$ cat src/rtl/wb_writeback_unit.sv
// Writeback stage: owns the register-file write port, waits on load responses and formats load data.
// Optional load timeout is compiled in with `define WB_TIMEOUT_EN.
module wb_writeback_unit #(
  parameter int unsigned TIMEOUT = 15
) (
  input  logic        clk,
  input  logic        rst_n,
  input  logic        mem_valid,
  input  logic        mem_reg_write,
  input  logic        mem_mem_to_reg,
  input  logic [4:0]  mem_rd,
  input  logic [31:0] mem_alu_result,
  input  logic [1:0]  mem_load_mode,
  input  logic [1:0]  mem_addr_lo,
  input  logic        dmem_rvalid,
  input  logic [31:0] dmem_rdata,
  output logic        stall,
  output logic        RegWrite,
  output logic [5:0]  write_register,
  output logic [31:0] write_data,
  output logic [1:0]  load_mode,
  output logic        align_err,
  output logic        load_err
);

  typedef enum logic [1:0] {
    S_IDLE     = 2'd0,
    S_COMMIT   = 2'd1,
    S_WAIT_MEM = 2'd2
  } state_e;

  state_e      state_q, state_d;
  logic [4:0]  rd_q, rd_d;
  logic        reg_write_q, reg_write_d;
  logic [1:0]  mode_q, mode_d;
  logic [1:0]  addr_lo_q, addr_lo_d;
  logic        we_q, we_d;
  logic [5:0]  wreg_q, wreg_d;
  logic [31:0] wdata_q, wdata_d;
  logic        align_err_q, align_err_d;
  logic        accept_s;
  logic        misaligned_s;

  function automatic logic [31:0] format_load(input logic [31:0] d, input logic [1:0] mode,
                                               input logic [1:0] lo);
    logic [15:0] h;
    logic [7:0]  b;
    h = lo[1] ? d[31:16] : d[15:0];
    case (lo)
      2'd0:    b = d[7:0];
      2'd1:    b = d[15:8];
      2'd2:    b = d[23:16];
      2'd3:    b = d[31:24];
      default: b = d[7:0];
    endcase
    case (mode)
      2'b00:   format_load = d;
      2'b01:   format_load = {16'h0000, h};
      2'b10:   format_load = {{16{h[15]}}, h};
      2'b11:   format_load = {{24{b[7]}}, b};
      default: format_load = d;
    endcase
  endfunction

  function automatic logic is_misaligned(input logic [1:0] mode, input logic [1:0] lo);
    case (mode)
      2'b00:        is_misaligned = (lo != 2'b00);
      2'b01, 2'b10: is_misaligned = lo[0];
      default:      is_misaligned = 1'b0;
    endcase
  endfunction

  assign stall        = (state_q == S_WAIT_MEM);
  assign accept_s     = mem_valid && !stall;
  assign misaligned_s = mem_mem_to_reg && is_misaligned(mem_load_mode, mem_addr_lo);

`ifdef WB_TIMEOUT_EN
  localparam int unsigned CNT_W = (TIMEOUT > 1) ? $clog2(TIMEOUT + 1) : 1;
  logic [CNT_W-1:0] cnt_q, cnt_d;
  logic             load_err_q, load_err_d;
  assign load_err = load_err_q;
`else
  logic unused_timeout_s;
  assign unused_timeout_s = (TIMEOUT == 32'd0);
  assign load_err         = 1'b0;
`endif

  // Next-state and registered write-port values.
  always_comb begin
    state_d     = state_q;
    rd_d        = rd_q;
    reg_write_d = reg_write_q;
    mode_d      = mode_q;
    addr_lo_d   = addr_lo_q;
    we_d        = 1'b0;
    wreg_d      = wreg_q;
    wdata_d     = wdata_q;
    align_err_d = 1'b0;
`ifdef WB_TIMEOUT_EN
    cnt_d       = cnt_q;
    load_err_d  = load_err_q;
`endif
    case (state_q)
      S_IDLE, S_COMMIT: begin
        if (accept_s && mem_mem_to_reg && !misaligned_s) begin
          state_d     = S_WAIT_MEM;
          rd_d        = mem_rd;
          reg_write_d = mem_reg_write;
          mode_d      = mem_load_mode;
          addr_lo_d   = mem_addr_lo;
`ifdef WB_TIMEOUT_EN
          cnt_d       = '0;
`endif
        end else if (accept_s) begin
          // Misaligned loads take the commit slot but never write.
          state_d     = S_COMMIT;
          we_d        = mem_reg_write && (mem_rd != 5'd0) && !misaligned_s;
          wreg_d      = {1'b0, mem_rd};
          wdata_d     = misaligned_s ? wdata_q : mem_alu_result;
          align_err_d = misaligned_s;
        end else begin
          state_d = S_IDLE;
        end
      end
      S_WAIT_MEM: begin
        if (dmem_rvalid) begin
          state_d = S_COMMIT;
          we_d    = reg_write_q && (rd_q != 5'd0);
          wreg_d  = {1'b0, rd_q};
          wdata_d = format_load(dmem_rdata, mode_q, addr_lo_q);
        end
`ifdef WB_TIMEOUT_EN
        else if (cnt_q == CNT_W'(TIMEOUT - 1)) begin
          state_d    = S_IDLE;
          load_err_d = 1'b1;
        end else begin
          cnt_d = cnt_q + {{(CNT_W-1){1'b0}}, 1'b1};
        end
`else
        else begin
          state_d = S_WAIT_MEM;
        end
`endif
      end
      default: state_d = S_IDLE;
    endcase
  end

  // State, latched load context and registered outputs.
  always_ff @(posedge clk or negedge rst_n) begin
    if (!rst_n) begin
      state_q     <= S_IDLE;
      rd_q        <= 5'd0;
      reg_write_q <= 1'b0;
      mode_q      <= 2'b00;
      addr_lo_q   <= 2'b00;
      we_q        <= 1'b0;
      wreg_q      <= 6'd0;
      wdata_q     <= 32'd0;
      align_err_q <= 1'b0;
    end else begin
      state_q     <= state_d;
      rd_q        <= rd_d;
      reg_write_q <= reg_write_d;
      mode_q      <= mode_d;
      addr_lo_q   <= addr_lo_d;
      we_q        <= we_d;
      wreg_q      <= wreg_d;
      wdata_q     <= wdata_d;
      align_err_q <= align_err_d;
    end
  end

`ifdef WB_TIMEOUT_EN
  // Wait counter and sticky timeout flag.
  always_ff @(posedge clk or negedge rst_n) begin
    if (!rst_n) begin
      cnt_q      <= '0;
      load_err_q <= 1'b0;
    end else begin
      cnt_q      <= cnt_d;
      load_err_q <= load_err_d;
    end
  end
`endif

  assign RegWrite       = we_q;
  assign write_register = wreg_q;
  assign write_data     = wdata_q;
  assign align_err      = align_err_q;
  assign load_mode      = 2'b00;

endmodule
$ cat config.mk
export PLATFORM = sky130hd
export DESIGN_NAME = wb_writeback_unit
export DESIGN_NICKNAME = d
export VERILOG_FILES = /design/src/rtl/wb_writeback_unit.sv
export SDC_FILE = /design/constraint.sdc
export NUM_CORES = 1
export LEC_CHECK = 0
export CAP_MARGIN = 20
export CORE_MARGIN = 2
export CORE_UTILIZATION = 40
export CTS_CLUSTER_SIZE = 20
export DETAILED_ROUTE_END_ITERATION = 6
export PLACE_DENSITY = 0.89
export SETUP_SLACK_MARGIN = 0.5
export SLEW_MARGIN = 0
export SYNTH_ARGS = -nofsm -noshare
export SYNTH_HDL_FRONTEND = slang
export SYNTH_SLANG_ARGS = --single-unit
$ cat constraint.sdc
create_clock -name clk -period 1.63 [get_ports clk]
set_input_delay 0.4075 -clock clk [delete_from_list [all_inputs] [get_ports clk]]
set_output_delay 0.4075 -clock clk [all_outputs]
set_load 0.005 [all_outputs]
## Word-level counts from Yosys, hierarchy flattened

Cells that the tools add are included.

- Register bits: 52
- Bits in latches: 0
- Bits in writable memories: 0
- Bits in read-only memories: 0
- Input port bits: 79
- Output and inout port bits: 44
- Word-level logic and storage cells: 69
- Memories: 0

- Add/subtract/negate cells: 0
- Multiply operators: 0
- Div/mod/pow operators: 0
- Magnitude comparators: 0
- Equal/unequal tests: 14
- Shift operators: 0
- Muxes and demuxes: 24
- Bitwise operators: 0
- Reductions and logical operators: 22

Operators by type and width:

| operator | number |
|---|---|
| $mux W32 | 4 |
| $pmux W32 S4 | 1 |
| $pmux W32 S2 | 1 |
| $pmux W8 S4 | 1 |
| $mux W6 | 3 |
| $mux W16 | 1 |
| $eq A2 B2 Y1 const B | 6 |
| $pmux W6 S2 | 1 |
| $reduce_bool A5 Y1 | 2 |
| $eq A2 B1 Y1 const B | 4 |
| $logic_not A2 Y1 | 4 |
| $ne A2 B2 Y1 const B | 4 |
| $logic_and A1 B1 Y1 | 7 |
| $mux W1 | 7 |
| $reduce_and A5 Y1 | 1 |
| $mux W2 | 2 |
| $pmux W1 S2 | 2 |
| $pmux W2 S2 | 1 |
| $reduce_and A4 Y1 | 1 |
| $reduce_bool A2 Y1 | 2 |
| $reduce_or A2 Y1 | 2 |
| $logic_not A1 Y1 | 2 |
| $reduce_and A2 Y1 | 1 |

## Logic depth before layout (Yosys ltp)

- Depth after elaboration: 9
- Mapped depth: 8
- Gate-level depth less buffers: 6

## Worst setup path before layout

Ideal clock, no wire load.

- Path kind: in2reg
- Start: input mem_load_mode[0]
- End: register addr_lo_q[0]
- Setup time: 0.125 ns
- Arrival time: 1.671 ns
- Required time: 1.505 ns
- Path slack: -0.166 ns
- Stages: 6
- Path buffers: 0
- Cells stage by stage: inv_1 > ha_1 > o21ai_0 > a21oi_1 > nor2_2 > mux2_2

- Cells in the longest elaborated chain, start to end: 7
- Elaborated cells between the ends (all ways): 9
- Those cells by class: 2 x eq/ne; 1 x mux; 6 x reduce/logical

RTL lines:

| element | line | source |
|---|---|---|
| start: declaration | 13 | `input logic [1:0] mem_load_mode,` |
| $eq A2 B1 Y1 / $eq A2 B2 Y1 (equally long branches) | 66 | `case (mode)` |
| $reduce_or A2 Y1 | 66 |  |
| $pmux W1 S2 (*) | 66 |  |
| $logic_and A1 B1 Y1 (*) | 75 | `assign misaligned_s = mem_mem_to_reg && is_misaligned(mem_load_mode, mem_addr_lo);` |
| $logic_not A1 Y1 (*) | 105 | `if (accept_s && mem_mem_to_reg && !misaligned_s) begin` |
| $logic_and A1 B1 Y1 (*) | 105 |  |
| $reduce_and A2 Y1 (no line) (*) | n/a |  |
| end signal: assignment | 166 | `addr_lo_q <= addr_lo_d;` |
| end: declaration | 36 | `logic [1:0] addr_lo_q, addr_lo_d;` |

Mark *: on every way between the ends. The rest lies on a longest branch, timed or not.
A chain may end at the register's enable or synchronous reset.

## Worst setup path in the final report

- Start: register addr_lo_q[0]
- End: register wdata_q[0] (netlist: write_data[0])

- Cells in the longest elaborated chain, start to end: 5
- Elaborated cells between the ends (all ways): 8
- Those cells by class: 3 x eq/ne; 4 x mux; 1 x reduce/logical

RTL lines:

| element | line | source |
|---|---|---|
| $eq A2 B2 Y1 (tied with other cells) | 49 | `case (lo)` |
| $pmux W8 S4 (*) | 49 |  |
| $pmux W32 S4 (*) | 56 | `case (mode)` |
| $mux W32 (*) | 126 | `if (dmem_rvalid) begin` |
| $pmux W32 S2 (*) | 103 | `case (state_q)` |
| end signal: assignment | 169 | `wdata_q <= wdata_d;` |
| end: declaration | 39 | `logic [31:0] wdata_q, wdata_d;` |

Mark *: on every way between the ends. The rest lies on a longest branch, timed or not. The select of a mux whose other input is x is not followed.

==> flow_summary.yaml <==
power_and_ir_drop:
  p_int_mw: 3.688
  sequentialPowerShare: 0.328
  clkPwrFrac: 0.143
  sw_frac_of_total: 0.3623
  peakVddDrop_v: 0.0006104
  p_per_area_nw_per_um2: 1076
  net-switching-power_mw: 2.096
  combPwrFrac: 0.529
  power_leakage_nw: 2.400
finish:
  layout.nets: 619
  fin_area_um2: 5378
  fin_cells: 642
  syn2layout_area_growth_pct: 72.54
  fillers: 527
  drive_above_1_share: 0.4304
placed_design:
  numPortBuffers: 118
  dp.cells: 590
  place_hpwl_um: 7756
  placed_cell_area_um2: 4816
  gp_congestion: 0.8709
sta:
  slew_viol_final: 0
  setup_violations: 4
  min_period_ns: 1.650
  worst_clock_skew_ns: 0.007321
  fmax_mhz: 606.2
  fin_crit_sh: 1.012
  finalHoldViolations: 0
  finalWorstSetupSlack_ns: -0.01963
  rsz0062_at_grt: "yes"
detailed_routing:
  drt-total-wl_um: 12070
  wl_per_cell_um: 18.79
  vias_per_cell: 5.665
  vias: 3637
  post-route-drc-count: 0
  drt_iter0_drc: 383
  ant_nets: 0
  first_pass_iters: 7
worst_setup_path:
  slowest_delay_ns: 0.51
  path_cells: "buf_4, mux4_2, nor2b_1, a211oi_2, o21ai_1"
  cpMaxStageDelayCell: "mux4_2"
  setup.worst_path.class: "flip-flop to flip-flop"
  path_buf_inv: 1
  crit_path_start_kind: "flip-flop"
  path_delay_family: "multiplexers"
  cp-end-kind: "flip-flop"
  crit_required_ns: 1.83
  arrival_ns: 1.85
  critPathMaxFanout: 4
synthesis:
  ys_types: 51
  ys_async_sr_fraction: 1.000
  synth_edf_count: 0
  yosys-top-cells-area: "dfrtp_1 (41%), nand2_1 (6.3%), o21ai_0 (4.2%)"
  synthCells: 340
  synth_seq_cells: 51
  yosys.area.top_type: "dfrtp_1"
  syn_avg_cell_area_um2: 9.167
  synthFlopType: "dfrtp_1"
  synth_top_area_share: 0.4095
  synth_warnings: 0
  syn-cell-area_um2: 3117
  synth-seq-area-share: 0.4095
grt:
  met2_usage: 0.4485
  grt.overflow.total: 0
  grt_pass1_vias: 3654
  grt_max_degree: 52
  top_usage_layer: "met2"
  grt_pass1_wl_um: 18350
  grt_antenna_before_repair: 0
  use_met1: 0.3607
  track_usage: 0.2731
  gr-usage-met3: 0.04601
clock_network:
  cts.sinks: 51
  root_buffer: "clkbuf_8"
  cts_max_path_buffers: 2
  clk_pin_slew_ns: 0.10
  h-tree-depth: 2
  cts_tree: "done"
  clock_latency_ns: 0.31
  cts_buffers: 5
  cts_hold_buffers: 0
die:
  die_h_um: 92.27
  pin_count: 123
  dieArea_um2: 8514
  die_x_um: 92.27
  core_um2: 7647
  initial_core_util: 0.4076
  num_rows: 32
run_status:
  status: "finished, violations left"
  violations: "negative setup slack"
flow_run:
  drv_cap: 0
hold_path:
  hold_path.class: "input pin to asynchronous set/reset pin"
[cells in the final DEF, fill, tap and decap left out, types with 3 or more instances in the layout]
master	n
inv_1	12
o221ai_1	5
a21o_1	4
buf_2	40
nor3_1	16
a222oi_1	4
nor2_1	26
clkbuf_8	7
buf_6	13
a21oi_1	10
clkdlybuf4s50_1	62
dlygate4sd2_1	13
o21ai_1	16
o21ai_0	9
o22ai_2	4
nor2b_1	3
dfrtp_1	46
conb_1	4
a211oi_2	17
a221oi_2	5
buf_4	80
mux2_4	15
nand2_1	49
dfrtp_2	5
nand3b_1	7
o211ai_1	5
buf_12	6
buf_8	3
o21ai_2	4
a21oi_2	3
[sequential cells by signal, indices dropped and copies added (netlist names)]
name            count
write_data         32
rd_q                5
write_register      5
addr_lo_q           2
mode_q              2
state_q             2
RegWrite            1
align_err           1
reg_write_q         1
[kinds of logic after synthesis]
family / synth area share
DFF: 0.4095
muxes: 0.08430
and+or+nand+nor: 0.1835
other: 0.001203
buffers and inverters: 0.08189
AOI/OAI and AO/OA: 0.2316
adders and majority gates: 0.008028
[power groups by stage]
stage / registers, mW / logic (mW) / clock network (mW)
after floorplan: 1.87 / 1.30 / 0
after global placement: 1.92 / 2.42 / 0
after detailed placement: 1.93 / 2.49 / 0
after CTS: 1.88 / 2.72 / 0.829
after global routing: 1.94 / 3.26 / 0.880
final: 1.90 / 3.06 / 0.826
[path summary, 6_finish.rpt]
path / from / end / slack, ns / cells past startpoint
min in group clk: mem_load_mode[1] / mode_q[1] / 0.44 / 3
setup reg to reg: addr_lo_q[0] / write_data[0] / -0.02 / 5
setup / recovery: addr_lo_q[0] / write_data[0] / -0.02 / 5
hold / removal: rst_n / addr_lo_q[0] / 0.06 / 2
hold reg to reg: write_data[6] / write_data[6] / 0.52 / 2
max in group asynchronous: rst_n / addr_lo_q[1] / 1.31 / 2
[metrics by stage]
step	power [mW]	hold slack, ns	util	setup TNS (ns)	worst slack [ns]
after global routing	6.080	0.08573	0.7029	-0.3939	-0.05891
after CTS	5.425	0.08279	0.6731	-0.007488	-0.007488
final	5.784	0.06404	0.7032	-0.03454	-0.01963
after floorplan	3.171	0.1119	-	-0.003662	-0.0005990
after global placement	4.345	0.4153	0.6297	-19.27	-0.7198
after detailed placement	4.419	0.4213	0.6297	-21.07	-0.7500
[synthesized netlist by cell type, types with 3 or more instances]
library cell and number:
nand2_1 52, dfrtp_1 51, nor2_1 26, o21ai_0 26
nor3_1 17, inv_1 14, a211oi_1 12, a21oi_1 12
buf_2 12, buf_4 10, mux2_2 10, nand3b_1 7
a221oi_1 6, o221ai_1 6, a211oi_2 5, buf_6 5
mux2_4 5, o211ai_1 5, o22ai_1 5, a21o_1 4
a222oi_1 4, a32oi_1 3, mux2i_1 3, nor2b_1 3
o21ai_1 3
[layout make-up]
type	count	area [um^2]	area share
Antenna cell	1	2.502	0.0004653
Clock buffer	7	96.34	0.01792
Clock inverter	1	7.507	0.001396
Inverter	15	86.33	0.01605
Multi-Input combinational cell	248	1928	0.3585
Sequential cell	51	1282	0.2385
Tap cell	102	127.6	0.02373
Timing Repair Buffer	217	1847	0.3434
[layer usage]
metal | share of wire | vias up
met3 | 0.073 | 51
li1 | - | 1617
met1 | 0.42 | 1745
met4 | 0.036 | 0
met2 | 0.47 | 224
met5 | 0 | -
[repair_timing]
action | in CTS | in global routing
setup endpoints to repair | 91 | 91
pin swaps | 23 | 13
resized for setup | 239 | 22
gates cloned | 0 | 0
setup buffers | 26 | 17
Power figures use the tool's default switching activity.
